**src/rtl/riscv_selftest_ctrl.sv**
```systemverilog
// Power-on / bench self-check sequencer for the single-cycle RISC-V core: reset, run, read back and compare registers.
// Optional SELFTEST_CAPTURE_EN adds fail_reg/fail_actual capture of the first mismatching register.
module riscv_selftest_ctrl #(
  parameter int unsigned XLEN         = 32,
  parameter int unsigned REG_AW       = 5,
  parameter int unsigned NUM_CHECKS   = 8,
  parameter int unsigned RESET_CYCLES = 2,
  parameter int unsigned RUN_CYCLES   = 25,
  localparam int unsigned IDX_W = (NUM_CHECKS > 1) ? $clog2(NUM_CHECKS) : 1,
  localparam int unsigned FC_W  = $clog2(NUM_CHECKS + 1)
) (
  input  logic              clk,
  input  logic              rst,
  input  logic              cfg_we,
  input  logic [IDX_W-1:0]  cfg_idx,
  input  logic              cfg_valid,
  input  logic [REG_AW-1:0] cfg_reg,
  input  logic [XLEN-1:0]   cfg_exp,
  input  logic              start,
  output logic              dut_rst,
  output logic              dbg_ren,
  output logic [REG_AW-1:0] dbg_raddr,
  input  logic [XLEN-1:0]   dbg_rdata,
  output logic              busy,
  output logic              done,
  output logic              pass,
  output logic [FC_W-1:0]   fail_count,
  output logic [IDX_W-1:0]  first_fail_idx
`ifdef SELFTEST_CAPTURE_EN
  ,
  output logic [REG_AW-1:0] fail_reg,
  output logic [XLEN-1:0]   fail_actual
`endif
);

  localparam int unsigned MAX_HR  = (RESET_CYCLES > RUN_CYCLES) ? RESET_CYCLES : RUN_CYCLES;
  localparam int unsigned MAX_CNT = (MAX_HR > NUM_CHECKS + 1) ? MAX_HR : NUM_CHECKS + 1;
  localparam int unsigned CNT_W   = $clog2(MAX_CNT + 1);

  localparam logic [2:0] ST_IDLE  = 3'd0;
  localparam logic [2:0] ST_HOLD  = 3'd1;
  localparam logic [2:0] ST_RUN   = 3'd2;
  localparam logic [2:0] ST_CHECK = 3'd3;
  localparam logic [2:0] ST_DONE  = 3'd4;

  logic [2:0]       state_q, state_d;
  logic [CNT_W-1:0] cnt_q, cnt_d;

  logic              tbl_valid [NUM_CHECKS];
  logic [REG_AW-1:0] tbl_reg   [NUM_CHECKS];
  logic [XLEN-1:0]   tbl_exp   [NUM_CHECKS];

  logic [IDX_W-1:0] ren_idx_q;
  logic             cmp_valid_q;
  logic [IDX_W-1:0] cmp_idx_q;

  logic             accept_c;
  logic             chk_live_c;
  logic [IDX_W-1:0] chk_idx_c;
  logic             mismatch_c;
  logic [FC_W-1:0]  fc_d;
  logic [IDX_W-1:0] ffi_d;

  // A restart from DONE waits for done to be visible so the last compare has drained.
  assign accept_c   = start && ((state_q == ST_IDLE) || ((state_q == ST_DONE) && done));
  assign chk_live_c = (state_q == ST_CHECK) && (cnt_q < CNT_W'(NUM_CHECKS));
  assign chk_idx_c  = chk_live_c ? IDX_W'(cnt_q) : '0;
  assign mismatch_c = cmp_valid_q && (dbg_rdata != tbl_exp[cmp_idx_q]);

  always_comb begin
    fc_d  = fail_count;
    ffi_d = first_fail_idx;
    if (accept_c) begin
      fc_d  = '0;
      ffi_d = '0;
    end else if (mismatch_c) begin
      fc_d = fail_count + FC_W'(1);
      if (fail_count == '0) ffi_d = cmp_idx_q;
    end
  end

  // State register
  always_ff @(posedge clk) begin
    if (rst) begin
      state_q <= ST_IDLE;
      cnt_q   <= '0;
    end else begin
      state_q <= state_d;
      cnt_q   <= cnt_d;
    end
  end

  // Next-state logic; CHECK spends one extra cycle so the compare pipeline can drain.
  always_comb begin
    state_d = state_q;
    cnt_d   = cnt_q;
    case (state_q)
      ST_IDLE, ST_DONE: begin
        if (accept_c) begin
          state_d = ST_HOLD;
          cnt_d   = '0;
        end
      end
      ST_HOLD: begin
        if (cnt_q == CNT_W'(RESET_CYCLES - 1)) begin
          state_d = ST_RUN;
          cnt_d   = '0;
        end else begin
          cnt_d = cnt_q + CNT_W'(1);
        end
      end
      ST_RUN: begin
        if (cnt_q == CNT_W'(RUN_CYCLES - 1)) begin
          state_d = ST_CHECK;
          cnt_d   = '0;
        end else begin
          cnt_d = cnt_q + CNT_W'(1);
        end
      end
      ST_CHECK: begin
        if (cnt_q == CNT_W'(NUM_CHECKS)) begin
          state_d = ST_DONE;
          cnt_d   = '0;
        end else begin
          cnt_d = cnt_q + CNT_W'(1);
        end
      end
      default: begin
        state_d = ST_IDLE;
        cnt_d   = '0;
      end
    endcase
  end

  // Check table; only writable while idle.
  always_ff @(posedge clk) begin
    if (rst) begin
      for (int i = 0; i < int'(NUM_CHECKS); i++) begin
        tbl_valid[i] <= 1'b0;
        tbl_reg[i]   <= '0;
        tbl_exp[i]   <= '0;
      end
    end else if (cfg_we && (state_q == ST_IDLE)) begin
      tbl_valid[cfg_idx] <= cfg_valid;
      tbl_reg[cfg_idx]   <= cfg_reg;
      tbl_exp[cfg_idx]   <= cfg_exp;
    end
  end

  // Registered outputs follow the state one cycle later; read/compare pipeline rides alongside.
  always_ff @(posedge clk) begin
    if (rst) begin
      dut_rst        <= 1'b1;
      dbg_ren        <= 1'b0;
      dbg_raddr      <= '0;
      busy           <= 1'b0;
      done           <= 1'b0;
      pass           <= 1'b0;
      fail_count     <= '0;
      first_fail_idx <= '0;
      ren_idx_q      <= '0;
      cmp_valid_q    <= 1'b0;
      cmp_idx_q      <= '0;
    end else begin
      dut_rst <= (state_q == ST_IDLE) || (state_q == ST_HOLD);
      dbg_ren <= chk_live_c && tbl_valid[chk_idx_c];
      if (chk_live_c) dbg_raddr <= tbl_reg[chk_idx_c];
      ren_idx_q      <= chk_idx_c;
      cmp_valid_q    <= dbg_ren;
      cmp_idx_q      <= ren_idx_q;
      busy           <= accept_c || (state_q inside {ST_HOLD, ST_RUN, ST_CHECK});
      done           <= (state_q == ST_DONE) && !accept_c;
      pass           <= (state_q == ST_DONE) && !accept_c && (fc_d == '0);
      fail_count     <= fc_d;
      first_fail_idx <= ffi_d;
    end
  end

`ifdef SELFTEST_CAPTURE_EN
  // First-mismatch capture of register number and observed data.
  always_ff @(posedge clk) begin
    if (rst || accept_c) begin
      fail_reg    <= '0;
      fail_actual <= '0;
    end else if (mismatch_c && (fail_count == '0)) begin
      fail_reg    <= tbl_reg[cmp_idx_q];
      fail_actual <= dbg_rdata;
    end
  end
`endif

endmodule

```
**config.mk**
```make
export PLATFORM = sky130hd
export DESIGN_NAME = riscv_selftest_ctrl
export DESIGN_NICKNAME = d
export VERILOG_FILES = /design/src/rtl/riscv_selftest_ctrl.sv
export SDC_FILE = /design/constraint.sdc
export NUM_CORES = 1
export LEC_CHECK = 0
export CELL_PAD_IN_SITES_DETAIL_PLACEMENT = 0
export CELL_PAD_IN_SITES_GLOBAL_PLACEMENT = 1
export CORE_MARGIN = 4
export CORE_UTILIZATION = 35
export CTS_CLUSTER_SIZE = 30
export DETAILED_ROUTE_END_ITERATION = 8
export MAX_ROUTING_LAYER = met4
export PLACE_DENSITY_LB_ADDON = 0.1
export SYNTH_ARGS = -nofsm -noshare
export SYNTH_HDL_FRONTEND = slang
export SYNTH_SLANG_ARGS = --single-unit
```
**constraint.sdc**
```tcl
create_clock -name clk -period 3.85 [get_ports clk]
set_clock_uncertainty 0.05 [all_clocks]
set_input_delay 1.155 -clock clk [delete_from_list [all_inputs] [get_ports clk]]
set_output_delay 1.155 -clock clk [all_outputs]
set_load 0.02 [all_outputs]
```
## Word-level counts from Yosys, hierarchy flattened

Memory sizes are Yosys's and may differ from the RTL's. A register that Yosys moved wholly into a read port is not among the register bits.
Index checks and enable logic that the tools add are counted.

- Register bits: 27
- Memories: 3
- RAM bits: 304
- Logic and storage cells: 81
- Output and inout port bits: 17
- Bits of input ports: 77

Memories:

| memory | words | width | rd ports | clocked after Yosys merged registers in | wr ports | RTL line | source |
|---|---|---|---|---|---|---|---|
| tbl_exp | 8 | 32 | 1 | 1 | 8 | 51 | `logic [XLEN-1:0] tbl_exp [NUM_CHECKS];` |
| tbl_reg | 8 | 5 | 1 | 1 | 8 | 50 | `logic [REG_AW-1:0] tbl_reg [NUM_CHECKS];` |
| tbl_valid | 8 | 1 | 1 | 0 | 8 | 49 | `logic tbl_valid [NUM_CHECKS];` |

- $add $sub $neg: 2
- Equal/unequal tests: 12
- Order comparisons: 1
- Reduce and logical (&&, ||, !) cells: 23
- Multiplexer cells: 28

Operators by type and width:

| operator | number |
|---|---|
| 32-bit two-way mux | 1 |
| 32-bit != test | 1 |
| 32-bit OR reduction | 1 |
| 3-bit two-way mux | 9 |
| 5-bit two-way mux | 5 |
| 5-bit case mux with 4 select lines | 1 |
| 3-bit case mux with 4 select lines | 1 |
| 1-bit two-way mux | 9 |
| 1-bit logical AND | 8 |
| 4-bit zero test | 2 |
| 4-bit two-way mux | 2 |
| 2-bit != test, second input constant | 4 |
| 3-bit by 2-bit equality test with 1-bit output, second input constant | 2 |
| 5-bit by 1-bit adder with 5-bit output, second input constant | 1 |
| 5-bit by 1-bit equality test with 1-bit output, second input constant | 1 |
| 5-bit by 4-bit equality test with 1-bit output, second input constant | 1 |
| 5-bit equality test, second input constant | 1 |
| 5-bit by 4-bit < comparator with 1-bit output, second input constant | 1 |
| 5-bit OR reduction | 1 |
| 4-bit by 1-bit adder with 4-bit output, second input constant | 1 |
| 4-bit AND reduction | 1 |
| 2-bit OR reduction | 2 |
| 3-bit by 1-bit equality test with 1-bit output, second input constant | 1 |
| 3-bit equality test, second input constant | 1 |
| other kinds (6) | 8 |

## Logic depth before layout (Yosys ltp)

- Depth in word-level cells: 7
- Mapped depth: 11
- Gate-level depth less buffers: 10

## Worst setup path after synthesis

Ideal clock, no wire load.

- Path kind: input -> register
- Start: input port rst
- End: memory tbl_exp[0][0], enable pin
- Path slack: 0.774 ns
- Arrival: 2.647 ns
- Data required time: 3.422 ns
- Library setup time: 0.378 ns
- Stages on the path: 6
- Path buffers: 2
- Cell sequence: clkbuf_1 > nor2_1 > nand4b_1 > nor3_1 > clkbuf_1 > or2_2

RTL lines:

| item | RTL line | source |
|---|---|---|
| start: declaration | 13 | `input logic rst,` |
| end: declaration | 51 |  |

==> metrics <==
pwr dens 452 nW/um2; Yosys reg bits 336; H-tree depth 2; placer congestion estimate 0.761; CTS tree done; largest net degree at the start of global routing 39; sequential area share after synthesis 63.8%; P&R area growth vs syn 20.7%; Hold Startpoint ren_idx_q[2]; max FFs per register 256; Hold Crit Endpoint cmp_idx_q[2]; # nets final 1292; Clock Tree Buf Depth 3; Final period util 92.1%; Total GRT Usage 18.9%; Starting Density 35.5%; CTS Hold Buffers Added 0; Reg2Reg Depth 11; minimum hold slack 393 ps; status finished clean; commonest non-fill, non-tap cells in the layout 309 x and2_1, 304 x edfxtp_1, 93 x clkdlybuf4s50_1; Worst slew margin 53.9%; fill cell count 3972; WP data required 4220 ps; Iter 0 DRT Violations 609; Post-synth ARST share 0%; Port-buffer cells 93; fin. max-slew vios 0; CP Launch Type flop; Yosys warning count 0; Top FF cell, synth edfxtp_1; Fmax 282 MHz; RSZ-0062 raised after global routing false; syn_area_per_cell 14.1 um2; setup repair bufs after CTS 0; DRC viols 0; Final ANT Viol Nets 0; 1st-pass router iterations 5; Post-CTS Resized 0; Die X 217 um; routed vias/inst 4.96; Mapped Cells 1088; Clock Latency Late Sink 540 ps; die area 47200 um2; worst min-delay path class reg2reg; num rows 76; io pins 94; Reg area 9780 um2; share of cells above drive strength 1 14.7%; grt total ovfl 0; DIE HEIGHT 217 um; multi-input logic area 5260 um2; Pleak 6.50 nW; crit path capture type flop; Root Driver clkbuf_16; min cycle time layout 3540 ps; via count 9091; Reg-to-Reg End pass; CP max FO 26; CTS clk-pin slew, worst paths 60 ps; Slew @ Worst Pin 690 ps; Sink Count 336; routed len/inst 23.3 um; mapped cell area 15300 um2; core area 43200 um2; first-pass GRT wire length 63800 um; Setup TNS Final 0 ps; Syn Nets 1170; Post-synth EDFFs 304; max cap viols 0; VDD IR max 0.276 mV; crit path kind reg2reg; Final Core Density 42.8%; Post-DP HPWL 25200 um; commonest non-fill, non-tap cell in the layout and2_1; Detailed Route WL 42700 um; Setup Viol. Count Final 0; Worst R2R Start cmp_idx_q[0]; initial antenna violation count 3; Register-to-Register Setup Slack 310 ps; vias in the first global route 9531; Synth cell types 52; Arr. time, crit path 3910 ps; Hold Path Stages 1; Fin. Hold Viols 0; TritonCTS buffer count 39
[worst max-delay path by stage]
stage	startpoint	to	cells past startpoint
after global routing	cmp_idx_q[0]	pass	11
after global placement	dbg_rdata[5]	pass	9
after detailed placement	dbg_rdata[5]	pass	9
final	cmp_idx_q[0]	pass	11
after CTS	cmp_idx_q[0]	pass	11
after floorplan	rst	tbl_exp[0][0]	6
[per-layer routing]
metal | part of all wire (%) | vias to the layer above | track usage, %
li1 | - | 4249 | -
met1 | 46 | 4601 | 25.7
met2 | 48 | 199 | 30.4
met3 | 4.2 | 42 | 3.04
met4 | 1.3 | 0 | 3.69
met5 | 0 | - | -
[worst max-delay path, cell delays in order, from the launching register on]
cell     delay (ps)
dfxtp_4         410
buf_12          250
mux4_2          540
mux2i_1         210
xnor2_1         150
nor4_1          540
nand4_1         160
buf_4           190
o41ai_4         370
buf_4           220
o21ai_1          90
and4b_1         200
[power breakdown]
part	switching (mW)	internal (mW)	total, mW	leakage, nW
logic	0.329	0.231	0.561	2.49
clock network	1.50	2.11	3.61	0.606
registers	0.0582	4.13	4.19	3.41
total	1.89	6.47	8.36	6.50
[logic make-up (layout without fill, tap and decap cells)]
logic type | Yosys count | in the layout | synth area share, %
xor+xnor | 25 | 25 | 1.43
mux | 108 | 108 | 10.8
flops | 336 | 336 | 63.8
compound gates | 96 | 96 | 4.16
fa+ha+maj | 5 | 5 | 0.408
simple gates | 447 | 447 | 17.2
buf+inv | 71 | 223 | 2.20
other cells | 0 | 7 | 0
[metrics by stage]
step / setup slack [ps] / total power, mW / cells / area [um2]
global placement: 168 / 4.83 / 1754 / 17200
CTS: 354 / 8.47 / 1825 / 18500
global route: 172 / 8.67 / 1828 / 18500
floorplan: 774 / 4.52 / 1088 / 15300
detailed placement: 211 / 4.84 / 1754 / 17200
finish: 306 / 8.36 / 1832 / 18500
[Yosys cell counts, types with 6 or more instances]
master	instances	area (um2)
nor3_1	7	35.0
inv_1	8	30.0
xnor2_1	13	114
buf_6	6	67.6
nand4_1	8	50.1
nor2_1	31	116
nand3_1	6	30.0
mux2_2	8	90.1
nor2b_1	10	62.6
a22oi_1	12	90.1
and3_1	10	62.6
o21ai_0	9	45.0
o21ai_1	6	30.0
nand2b_1	6	37.5
or2_2	8	50.1
and2_1	309	1930
o22ai_1	17	106
or3_1	6	37.5
a31oi_1	6	37.5
clkbuf_1	44	165
mux4_2	45	1010
mux2i_1	52	521
xor2_1	12	105
nand2_1	35	131
edfxtp_1	304	9130
dfxtp_1	32	641
a21oi_1	22	110
[layout make-up]
class | instances | share of cell area, %
diodes | 7 | 0.0948
clock buffers | 45 | 5.52
clock inverters | 26 | 1.18
inverters | 8 | 0.162
multi-input cells | 681 | 28.5
flip-flops and latches | 336 | 52.9
well taps | 585 | 3.96
repair buffers | 144 | 7.72
Note: power is estimated with default switching activity, not from simulation.
